## config.mk

```make
export PLATFORM = sky130hd
export DESIGN_NAME = frame_collector
export DESIGN_NICKNAME = d
export VERILOG_FILES = /design/src/rtl/frame_pkg.sv /design/src/rtl/frame_fifo.sv /design/src/rtl/frame_collector.sv
export SDC_FILE = /design/constraint.sdc
export NUM_CORES = 1
export LEC_CHECK = 0
export BUFFER_PORTS_ARGS = -buffer_cell sky130_fd_sc_hd__buf_4
export CORE_ASPECT_RATIO = 1.25
export CORE_MARGIN = 2
export CORE_UTILIZATION = 35
export DETAILED_ROUTE_END_ITERATION = 7
export GPL_ROUTABILITY_DRIVEN = 0
export PLACE_DENSITY = 0.56
export SLEW_MARGIN = 20
export SYNTH_ARGS = -nofsm -noshare
export SYNTH_HDL_FRONTEND = slang
export SYNTH_HIERARCHICAL = 1
export SYNTH_SLANG_ARGS = --single-unit
```

## constraint.sdc

```tcl
create_clock -name clk -period 2.45 [get_ports clk]
set_input_delay 0.245 -clock clk [delete_from_list [all_inputs] [get_ports clk]]
set_output_delay 0.245 -clock clk [all_outputs]
set_load 0.02 [all_outputs]
```

## src/rtl/frame_pkg.sv

```systemverilog
// Shared constants, FSM encoding and FIFO entry type for the frame collector.
package frame_pkg;

    localparam int MAX_LEN = 15;
    localparam int LEN_W   = 4;
    localparam int PORT_W  = 2;

    typedef enum logic {
        IDLE    = 1'b0,
        COLLECT = 1'b1
    } state_t;

    typedef struct packed {
        logic [PORT_W-1:0]  port;
        logic [MAX_LEN-1:0] data;
        logic [LEN_W-1:0]   len;
        logic               err;
    } entry_t;

    function automatic logic [7:0] sat_inc(input logic [7:0] value);
        return (value == 8'hFF) ? value : value + 8'd1;
    endfunction

endpackage

```

## src/rtl/frame_fifo.sv

```systemverilog
// Two-entry synchronous FIFO of completed frames; a push into a full FIFO is
// accepted only when a pop happens on the same cycle.
module frame_fifo
    import frame_pkg::*;
(
    input  logic   clk,
    input  logic   rst,
    input  logic   push,
    input  entry_t entry,
    input  logic   pop,
    output entry_t head,
    output logic   full,
    output logic   empty,
    output logic   accepted
);

    entry_t     mem [2];
    logic       rd_ptr;
    logic       wr_ptr;
    logic [1:0] count;
    logic       do_pop;
    logic       do_push;

    assign empty    = (count == 2'd0);
    assign full     = (count == 2'd2);
    assign do_pop   = pop && !empty;
    assign do_push  = push && (!full || do_pop);
    assign accepted = do_push;
    assign head     = mem[rd_ptr];

    always_ff @(posedge clk or posedge rst) begin
        if (rst) begin
            // NOTE: the storage is reset on purpose: the head entry drives the
            // out_* ports directly, and those must read zero out of reset.
            mem[0] <= '0;
            mem[1] <= '0;
            rd_ptr <= 1'b0;
            wr_ptr <= 1'b0;
            count  <= 2'd0;
        end else begin
            if (do_push) begin
                mem[wr_ptr] <= entry;
                wr_ptr      <= ~wr_ptr;
            end
            if (do_pop) begin
                rd_ptr <= ~rd_ptr;
            end
            case ({do_push, do_pop})
                2'b10:   count <= count + 2'd1;
                2'b01:   count <= count - 2'd1;
                default: ;
            endcase
        end
    end

endmodule

```

## src/rtl/frame_collector.sv

```systemverilog
// Reassembles serial payload bits into tagged parallel frames behind a 2-deep
// valid/ready queue. Define FRAME_STATS_EN to add per-port frame and drop counters.
module frame_collector
    import frame_pkg::*;
#(
    parameter int MAX_LEN = frame_pkg::MAX_LEN,
    parameter int LEN_W   = frame_pkg::LEN_W,
    parameter int PORT_W  = frame_pkg::PORT_W
) (
    input  logic               clk,
    input  logic               rst,
    input  logic               clk_en,
    input  logic               ser_bit,
    input  logic               ser_valid,
    input  logic [PORT_W-1:0]  port_addr,
    input  logic [LEN_W-1:0]   data_len,
    input  logic               frame_done,
    output logic               out_valid,
    input  logic               out_ready,
    output logic [PORT_W-1:0]  out_port,
    output logic [MAX_LEN-1:0] out_data,
    output logic [LEN_W-1:0]   out_len,
    output logic               out_err,
    output logic               drop
`ifdef FRAME_STATS_EN
    ,
    output logic [(1<<PORT_W)*8-1:0] stat_frames,
    output logic [7:0]               stat_drops
`endif
);

    state_t             state, state_n;
    logic [PORT_W-1:0]  port_q, port_n;
    logic [LEN_W-1:0]   len_q, len_n;
    logic [MAX_LEN-1:0] shreg, shreg_n;
    logic [LEN_W-1:0]   cnt, cnt_n;
    logic               ovf, ovf_n;
    logic               commit;
    entry_t             commit_entry;
    entry_t             head;
    logic               fifo_full;
    logic               fifo_empty;
    logic               accepted;
    logic               pop;
    logic               drop_q;

    // A bit arriving with frame_done is shifted in before the commit, so the
    // committed entry is built from the already-updated shreg/cnt/ovf values.
    always_comb begin
        // NOTE: every output of this block gets a default first, so no path
        // leaves a signal unassigned and no latch is inferred.
        state_n      = state;
        port_n       = port_q;
        len_n        = len_q;
        shreg_n      = shreg;
        cnt_n        = cnt;
        ovf_n        = ovf;
        commit       = 1'b0;
        commit_entry = '0;

        if (clk_en) begin
            if (state == IDLE) begin
                port_n  = port_addr;
                len_n   = data_len;
                shreg_n = '0;
                cnt_n   = '0;
                ovf_n   = 1'b0;
            end

            // NOTE: blocking assignments here are deliberate: the frame_done
            // branch below must see the values the shift branch just produced.
            if (ser_valid) begin
                if (cnt_n < LEN_W'(MAX_LEN)) begin
                    shreg_n = {shreg_n[MAX_LEN-2:0], ser_bit};
                    cnt_n   = cnt_n + 1'b1;
                end else begin
                    ovf_n = 1'b1;
                end
                state_n = COLLECT;
            end

            if (frame_done) begin
                commit       = 1'b1;
                commit_entry = '{port: port_n,
                                 data: shreg_n,
                                 len:  cnt_n,
                                 err:  (cnt_n != len_n) || ovf_n};
                state_n      = IDLE;
                shreg_n      = '0;
                cnt_n        = '0;
                ovf_n        = 1'b0;
            end
        end
    end

    always_ff @(posedge clk or posedge rst) begin
        if (rst) begin
            state  <= IDLE;
            port_q <= '0;
            len_q  <= '0;
            shreg  <= '0;
            cnt    <= '0;
            ovf    <= 1'b0;
            drop_q <= 1'b0;
        end else begin
            state  <= state_n;
            port_q <= port_n;
            len_q  <= len_n;
            shreg  <= shreg_n;
            cnt    <= cnt_n;
            ovf    <= ovf_n;
            drop_q <= commit && !accepted;
        end
    end

    assign out_valid = !fifo_empty;
    assign pop       = out_valid && out_ready;

    frame_fifo u_fifo (
        .clk      (clk),
        .rst      (rst),
        .push     (commit),
        .entry    (commit_entry),
        .pop      (pop),
        .head     (head),
        .full     (fifo_full),
        .empty    (fifo_empty),
        .accepted (accepted)
    );

    assign out_port = head.port;
    assign out_data = head.data;
    assign out_len  = head.len;
    assign out_err  = head.err;
    assign drop     = drop_q;

`ifdef FRAME_STATS_EN
    logic [7:0] frame_cnt [1<<PORT_W];
    logic [7:0] drop_cnt;

    always_ff @(posedge clk or posedge rst) begin
        if (rst) begin
            for (int p = 0; p < (1 << PORT_W); p++) begin
                frame_cnt[p] <= 8'd0;
            end
            drop_cnt <= 8'd0;
        end else begin
            if (accepted) begin
                frame_cnt[commit_entry.port] <= sat_inc(frame_cnt[commit_entry.port]);
            end
            if (commit && !accepted) begin
                drop_cnt <= sat_inc(drop_cnt);
            end
        end
    end

    for (genvar p = 0; p < (1 << PORT_W); p++) begin : g_stat
        assign stat_frames[p*8 +: 8] = frame_cnt[p];
    end
    assign stat_drops = drop_cnt;
`endif

endmodule

```

==> qor.yml, run 1 <==
run_status:
  outcome: "finished, violations left"
  violations: "negative hold slack"
timing:
  max_freq_mhz: 450
  worstMarginPinSlew_ns: 0.633
  setup_violations: 0
  period_share_pct: 90.7
  period_needed_ns: 2.22
  hold_violations: 9
  rsz0062_at_grt: "no"
  totalNegativeSetupSlack_ns: 0
  final-max-slew-violation-count: 0
  max_slew_margin_pct: 57.8
  holdWs_ns: -0.00830
  finClkSkew_ns: 0.00509
floorplanning:
  fp.dieH_um: 120
  start_util_pct: 35.7
  core_mm2: 0.0105
  pin_count: 37
  die_w_um: 96.6
  die-area_mm2: 0.0116
  placement_rows: 42
drt:
  dr.pass1.iters: 4
  first_iter_violations: 97
  via_count: 2584
  antenna_left: 0
  avgViaCountPerCell: 5.19
  post_drt_wl_per_cell_um: 16.5
  postRouteWirelength_um: 8200
  drc_errors: 0
synthesis:
  syn-num-nets: 340
  synth_area_per_cell_um2: 11.5
  yosysWarnings: 6
  syn_inst: 325
  syn_area_mm2: 0.00375
power:
  ir_worst_vdd_v: 0.000462
  p_comb_share_pct: 23.8
  powerDensity_mw_per_mm2: 785
  p_leak_uw: 0.00210
  total_power_uw: 3490
  seqPwrFrac_pct: 42.7
  swShare_pct: 28.5
  clkPwrFrac_pct: 33.6
  power_switching_uw: 992
  p_int_uw: 2490
grt:
  antenna_found_initial: 0
  grt_pass1_wl_um: 13500
  grt_overflow_total: 0
  grtUsageTotal_pct: 14.7
  grt_pass1_vias: 2677
  grt_max_degree: 49
finish:
  n_antenna_cell: 0
  drive_above_1_share_pct: 37.4
  final_nets: 378
  multi_input_area_mm2: 0.00170
  final_cell_mix: "dfrtp_1 (76), mux2_2 (69), buf_4 (44)"
  regArea_mm2: 0.00190
  syn_to_final_growth_pct: 18.3
  final_common_cell: "dfrtp_1"
  fillCellCount: 1028
setup_path:
  crit_required_ns: 2.66
  start_kind: "flip-flop"
  endpoint_kind: "flip-flop"
  rr_startpoint: "cnt[0]$_DFFE_PP0P_"
  arrival_ns: 2.44
  crit_type: "reg2reg"
  rrSetupSlack_ns: 0.23
  r2r-end: "u_fifo/mem[0]$_DFFE_PP0P_"
  critPathMaxFanout: 10
  r2r_cells: 9
clock_network:
  cts.sinks: 76
  cts_tree: "built"
  cts_root_buffer: "clkbuf_16"
  cts.clk_slew.worst_paths_ns: 0.05
  ctsHtreeMaxLevel: 3
  cts_resized: 0
  post-cts-setup-buffers: 0
  clock_latency_ns: 0.33
  cts.path.max_buffers: 2
  numCtsBuffers: 9
  hold_buffers: 0
job:
  drv_cap: 0
place:
  portBuffers: 36
  hpwl_um: 5520
hold_path:
  hold_path_class: "in2async"
## flip-flops by register name (all words and copies together) (netlist names)
signal,cells
state,1
u_fifo/rd_ptr,1
ovf,1
drop,1
u_fifo/mem,44
u_fifo/wr_ptr,1
u_fifo/count,2
shreg,15
port_q,2
len_q,4
cnt,4
## final cells by class
type	count	share of cell area, %
Timing Repair Buffer	46	8.34
Inverter	11	0.930
Tap cell	132	3.72
Sequential cell	76	42.8
Clock inverter	2	0.282
Multi-Input combinational cell	219	38.3
Clock buffer	12	5.55
## per-stage QoR
step           worst slack, ns  util [%]  area, um^2  cells
2_1_floorplan            0.220         -        3750    325
5_1_grt                 0.0125      42.3        4440    498
3_3_place_gp             0.255      39.6        4160    483
6_report                 0.228      42.3        4440    498
3_5_place_dp             0.197      39.6        4160    483
4_1_cts                  0.189      42.1        4420    497
## how the worst max path moves through the flow
stage | from | endpoint | slack (ns) | cells after the start
6_report | cnt[0]$_DFFE_PP0P_ | u_fifo/mem[0]$_DFFE_PP0P_ | 0.23 | 9
5_1_grt | cnt[0]$_DFFE_PP0P_ | u_fifo/mem[0]$_DFFE_PP0P_ | 0.01 | 9
4_1_cts | cnt[1]$_DFFE_PP0P_ | u_fifo/mem[0]$_DFFE_PP0P_ | 0.19 | 8
3_5_place_dp | cnt[1]$_DFFE_PP0P_ | u_fifo/mem[0]$_DFFE_PP0P_ | 0.20 | 8
3_3_place_gp | cnt[1]$_DFFE_PP0P_ | u_fifo/mem[0]$_DFFE_PP0P_ | 0.26 | 8
2_1_floorplan | state$_DFFE_PP0P_ | u_fifo/mem[0]$_DFFE_PP0P_ | 0.22 | 9
## critical path, cell delays in order, from the launching register on
cell	delay, ns
dfrtp_1	0.42
nand2_1	0.10
inv_1	0.13
ha_2	0.27
nand4_2	0.18
nand2_2	0.25
a21oi_1	0.11
a221oi_1	0.24
a31oi_1	0.13
mux2_2	0.28
## layer usage
| layer | vias to the layer above | track usage, % | part of all wire (%) |
|---|---|---|---|
| li1 | 1229 | - | - |
| met1 | 1313 | 19.5 | 46 |
| met2 | 34 | 23.4 | 51 |
| met3 | 8 | 2.15 | 2.1 |
| met4 | 0 | 7.92 | 1.6 |
| met5 | - | 0 | 0 |
## power groups by stage
| stage | Combinational [uW] | Clock, uW | Sequential [uW] |
|---|---|---|---|
| detailed placement | 839 | 0 | 1510 |
| global placement | 832 | 0 | 1510 |
| floorplan | 607 | 0 | 1470 |
| CTS | 842 | 1210 | 1490 |
| finish | 828 | 1170 | 1490 |
| global route | 898 | 1260 | 1510 |
Power figures use the tool's default switching activity.
==> inputs of run 2 (changes only) <==
- ABC_AREA: default -> 1
==> run 2 against run 1 <==
  * Sequential power hardly changed
  * Design area grew 5.4%
  * Maximum frequency up 6.3%
  * Setup slack better by 0.13 ns
  * Power is 14% higher
  * Global-route usage rose by 1.9 points
  * Utilization down 1.4 points
  * Sequential cell count is the same
  * The run now ends clean
  * Largest cell class unchanged
  * Clock-buffer cell count rose by 1
  * Synthesized cell count is 68% higher
  * Die area grew 7.9%
==> qor.yml, run 2 <==
run_status:
  outcome: "finished, final reports clean"  # was finished, violations left
grt:
  grtUsageTotal_pct: 16.7  # was 14.7%
  grt_max_degree: 46  # was 49
  grt_overflow_total: 0  # unchanged
  grt_pass1_vias: 3528  # was 2677
  grt_pass1_wl_um: 16600  # was 13500 um
  antenna_found_initial: 0  # unchanged
finish:
  syn_to_final_growth_pct: 15.2  # was 18.3%
  fillCellCount: 1191  # was 1028
  drive_above_1_share_pct: 13.2  # was 37.4%
  final_nets: 588  # was 378
  n_antenna_cell: 0  # unchanged
  largest_register_ffs: 44  # unchanged
  multi_input_area_mm2: 0.00179  # was 0.00170 mm^2
  final_cells: 715  # was 498
  largest_register: "u_fifo/mem"  # unchanged
  top_regs: "u_fifo/mem (44), shreg (15)"  # unchanged
  final_common_cell: "nand2_1"  # was dfrtp_1
  final_cell_mix: "nand2_1 (241), dfrtp_1 (76), buf_4 (51)"  # was dfrtp_1 (76), mux2_2 (69), buf_4 (44)
  regArea_mm2: 0.00190  # unchanged
timing:
  totalNegativeSetupSlack_ns: 0  # unchanged
  rsz0062_at_grt: "no"  # unchanged
  max_freq_mhz: 478  # was 450 MHz
  final-max-slew-violation-count: 0  # unchanged
  hold_violations: 0  # was 9
  worstMarginPinSlew_ns: 0.778  # was 0.633 ns
  max_slew_margin_pct: 48.1  # was 57.8%
  setup_violations: 0  # unchanged
  finClkSkew_ns: 0.00360  # was 0.00509 ns
  period_needed_ns: 2.09  # was 2.22 ns
  period_share_pct: 85.3  # was 90.7%
clock_network:
  cts_root_buffer: "clkbuf_16"  # unchanged
  cts_resized: 0  # unchanged
  cts.sinks: 76  # unchanged
  clock_latency_ns: 0.34  # was 0.33 ns
  cts.clk_slew.worst_paths_ns: 0.06  # was 0.05 ns
  ctsHtreeMaxLevel: 3  # unchanged
  cts.path.max_buffers: 2  # unchanged
  cts_tree: "built"  # unchanged
  numCtsBuffers: 9  # unchanged
floorplanning:
  pin_count: 37  # unchanged
  die_w_um: 100  # was 96.6 um
  start_util_pct: 35.5  # was 35.7%
  core_mm2: 0.0115  # was 0.0105 mm^2
  die-area_mm2: 0.0125  # was 0.0116 mm^2
  placement_rows: 44  # was 42
  fp.dieH_um: 124  # was 120 um
hold_path:
  hold_path_class: "in2reg"  # was in2async
power:
  p_comb_share_pct: 29.0  # was 23.8%
  p_int_uw: 2590  # was 2490 uW
  powerDensity_mw_per_mm2: 850  # was 785 mW/mm^2
  seqPwrFrac_pct: 38.2  # was 42.7%
  clkPwrFrac_pct: 32.8  # was 33.6%
  ir_worst_vdd_v: 0.000354  # was 0.000462 V
  swShare_pct: 35.0  # was 28.5%
  power_switching_uw: 1390  # was 992 uW
  p_leak_uw: 0.00258  # was 0.00210 uW
place:
  hpwl_um: 6600  # was 5520 um
  portBuffers: 36  # unchanged
  dp.cells: 699  # was 483
setup_path:
  cp_slowest_cell: "dfrtp_1"  # unchanged
  crit_path_max_incr_delay_ns: 0.39  # was 0.42 ns
  arrival_ns: 2.32  # was 2.44 ns
  timing.critical_path.to: "u_fifo/mem[0]$_DFFE_PP0P_"  # unchanged
  cp_num_buf_inv: 3  # was 1
  rrSetupSlack_ns: 0.36  # was 0.23 ns
  crit_top_cell: "nand2_1"
  r2r_cells: 16  # was 9
  critical_path.top_delay_family: "simple AND/OR/NAND/NOR gates"  # unchanged
  crit_type: "reg2reg"  # unchanged
  crit_chain: "nand2_1 > inv_2 > ha_1 > nand2_1 > inv_1 > nand2_4 > nand2_4 > nor2_2 > nor2_2 > nand2_1 > nand2_1 > nand3_1 > nand2_1 > inv_1 > nand4_1 > nand2_1"  # was nand2_1 > inv_1 > ha_2 > nand4_2 > nand2_2 > a21oi_1 > a221oi_1 > a31oi_1 > mux2_2
  rr_startpoint: "state$_DFFE_PP0P_"  # was cnt[0]$_DFFE_PP0P_
  critPathLaunch: "state$_DFFE_PP0P_"  # was cnt[0]$_DFFE_PP0P_
  start_kind: "flip-flop"  # unchanged
  crit_required_ns: 2.68  # was 2.66 ns
  r2r-end: "u_fifo/mem[0]$_DFFE_PP0P_"  # unchanged
  endpoint_kind: "flip-flop"  # unchanged
  critical_path_cell_count: 16  # was 9
  critPathMaxFanout: 33  # was 10
drt:
  drc_errors: 0  # unchanged
  postRouteWirelength_um: 9620  # was 8200 um
  avgViaCountPerCell: 4.93  # was 5.19
  antenna_left: 0  # unchanged
  dr.pass1.iters: 5  # was 4
  via_count: 3525  # was 2584
  post_drt_wl_per_cell_um: 13.5  # was 16.5 um
  first_iter_violations: 243  # was 97
synthesis:
  synth_area_per_cell_um2: 7.43  # was 11.5 um^2
  yosysWarnings: 6  # unchanged
  syn-num-nets: 562  # was 340
  syn_area_mm2: 0.00406  # was 0.00375 mm^2
  syn_inst: 547  # was 325
job:
  drv_cap: 0  # unchanged
## run 2: worst min-delay path by stage
stage | start | endpoint | slack [ns] | depth (start not counted)
global route | clk_en | port_q[0]$_DFFE_PP0P_ | 0.19 | 2
detailed placement | rst | u_fifo/mem[43]$_DFFE_PP0P_ | 0.32 | 2
finish | clk_en | port_q[1]$_DFFE_PP0P_ | 0.16 | 2
global placement | rst | u_fifo/mem[43]$_DFFE_PP0P_ | 0.32 | 2
floorplan | rst | cnt[0]$_DFFE_PP0P_ | 0.31 | 1
CTS | clk_en | port_q[1]$_DFFE_PP0P_ | 0.16 | 2
## run 2: area by class of cell
type | instances | area share [%]
clock buffer | 13 | 5.34
clock inverter | 2 | 0.748
inverter | 38 | 3.05
multi-input combinational | 396 | 38.2
sequential | 76 | 40.6
tap | 138 | 3.69
timing repair buffer | 52 | 8.39
## run 2: power by group through the flow
stage                     Clock, uW  Sequential (uW)  Combinational, uW
after floorplan                   0             1520                857
after global placement            0             1540               1160
after detailed placement          0             1540               1180
after CTS                      1340             1520               1180
after global routing           1380             1540               1300
final                          1300             1520               1150
## run 2: routing by layer
metal,up-vias,track usage (%),wire (um)
met5,-,0,0
met4,0,6.93,181
met3,13,2.30,297
met2,50,29.7,5090
met1,1661,19.8,4060
li1,1801,-,-
## run 2: stage by stage
step	hold slack (ns)	worst slack (ns)	power [uW]	utilization, %	area [um^2]
global placement	0.319	0.504	2700	38.3	4390
global route	0.188	0.0782	4220	40.9	4680
detailed placement	0.319	0.415	2720	38.3	4390
finish	0.162	0.359	3980	40.9	4680
CTS	0.157	0.356	4050	40.9	4680
floorplan	0.310	0.672	2380	-	4060
## run 2: what timing repair did
item                                   CTS  global route
setup buffers                            0             0
hold buffers                             1             0
endpoints found under the hold margin   22             0
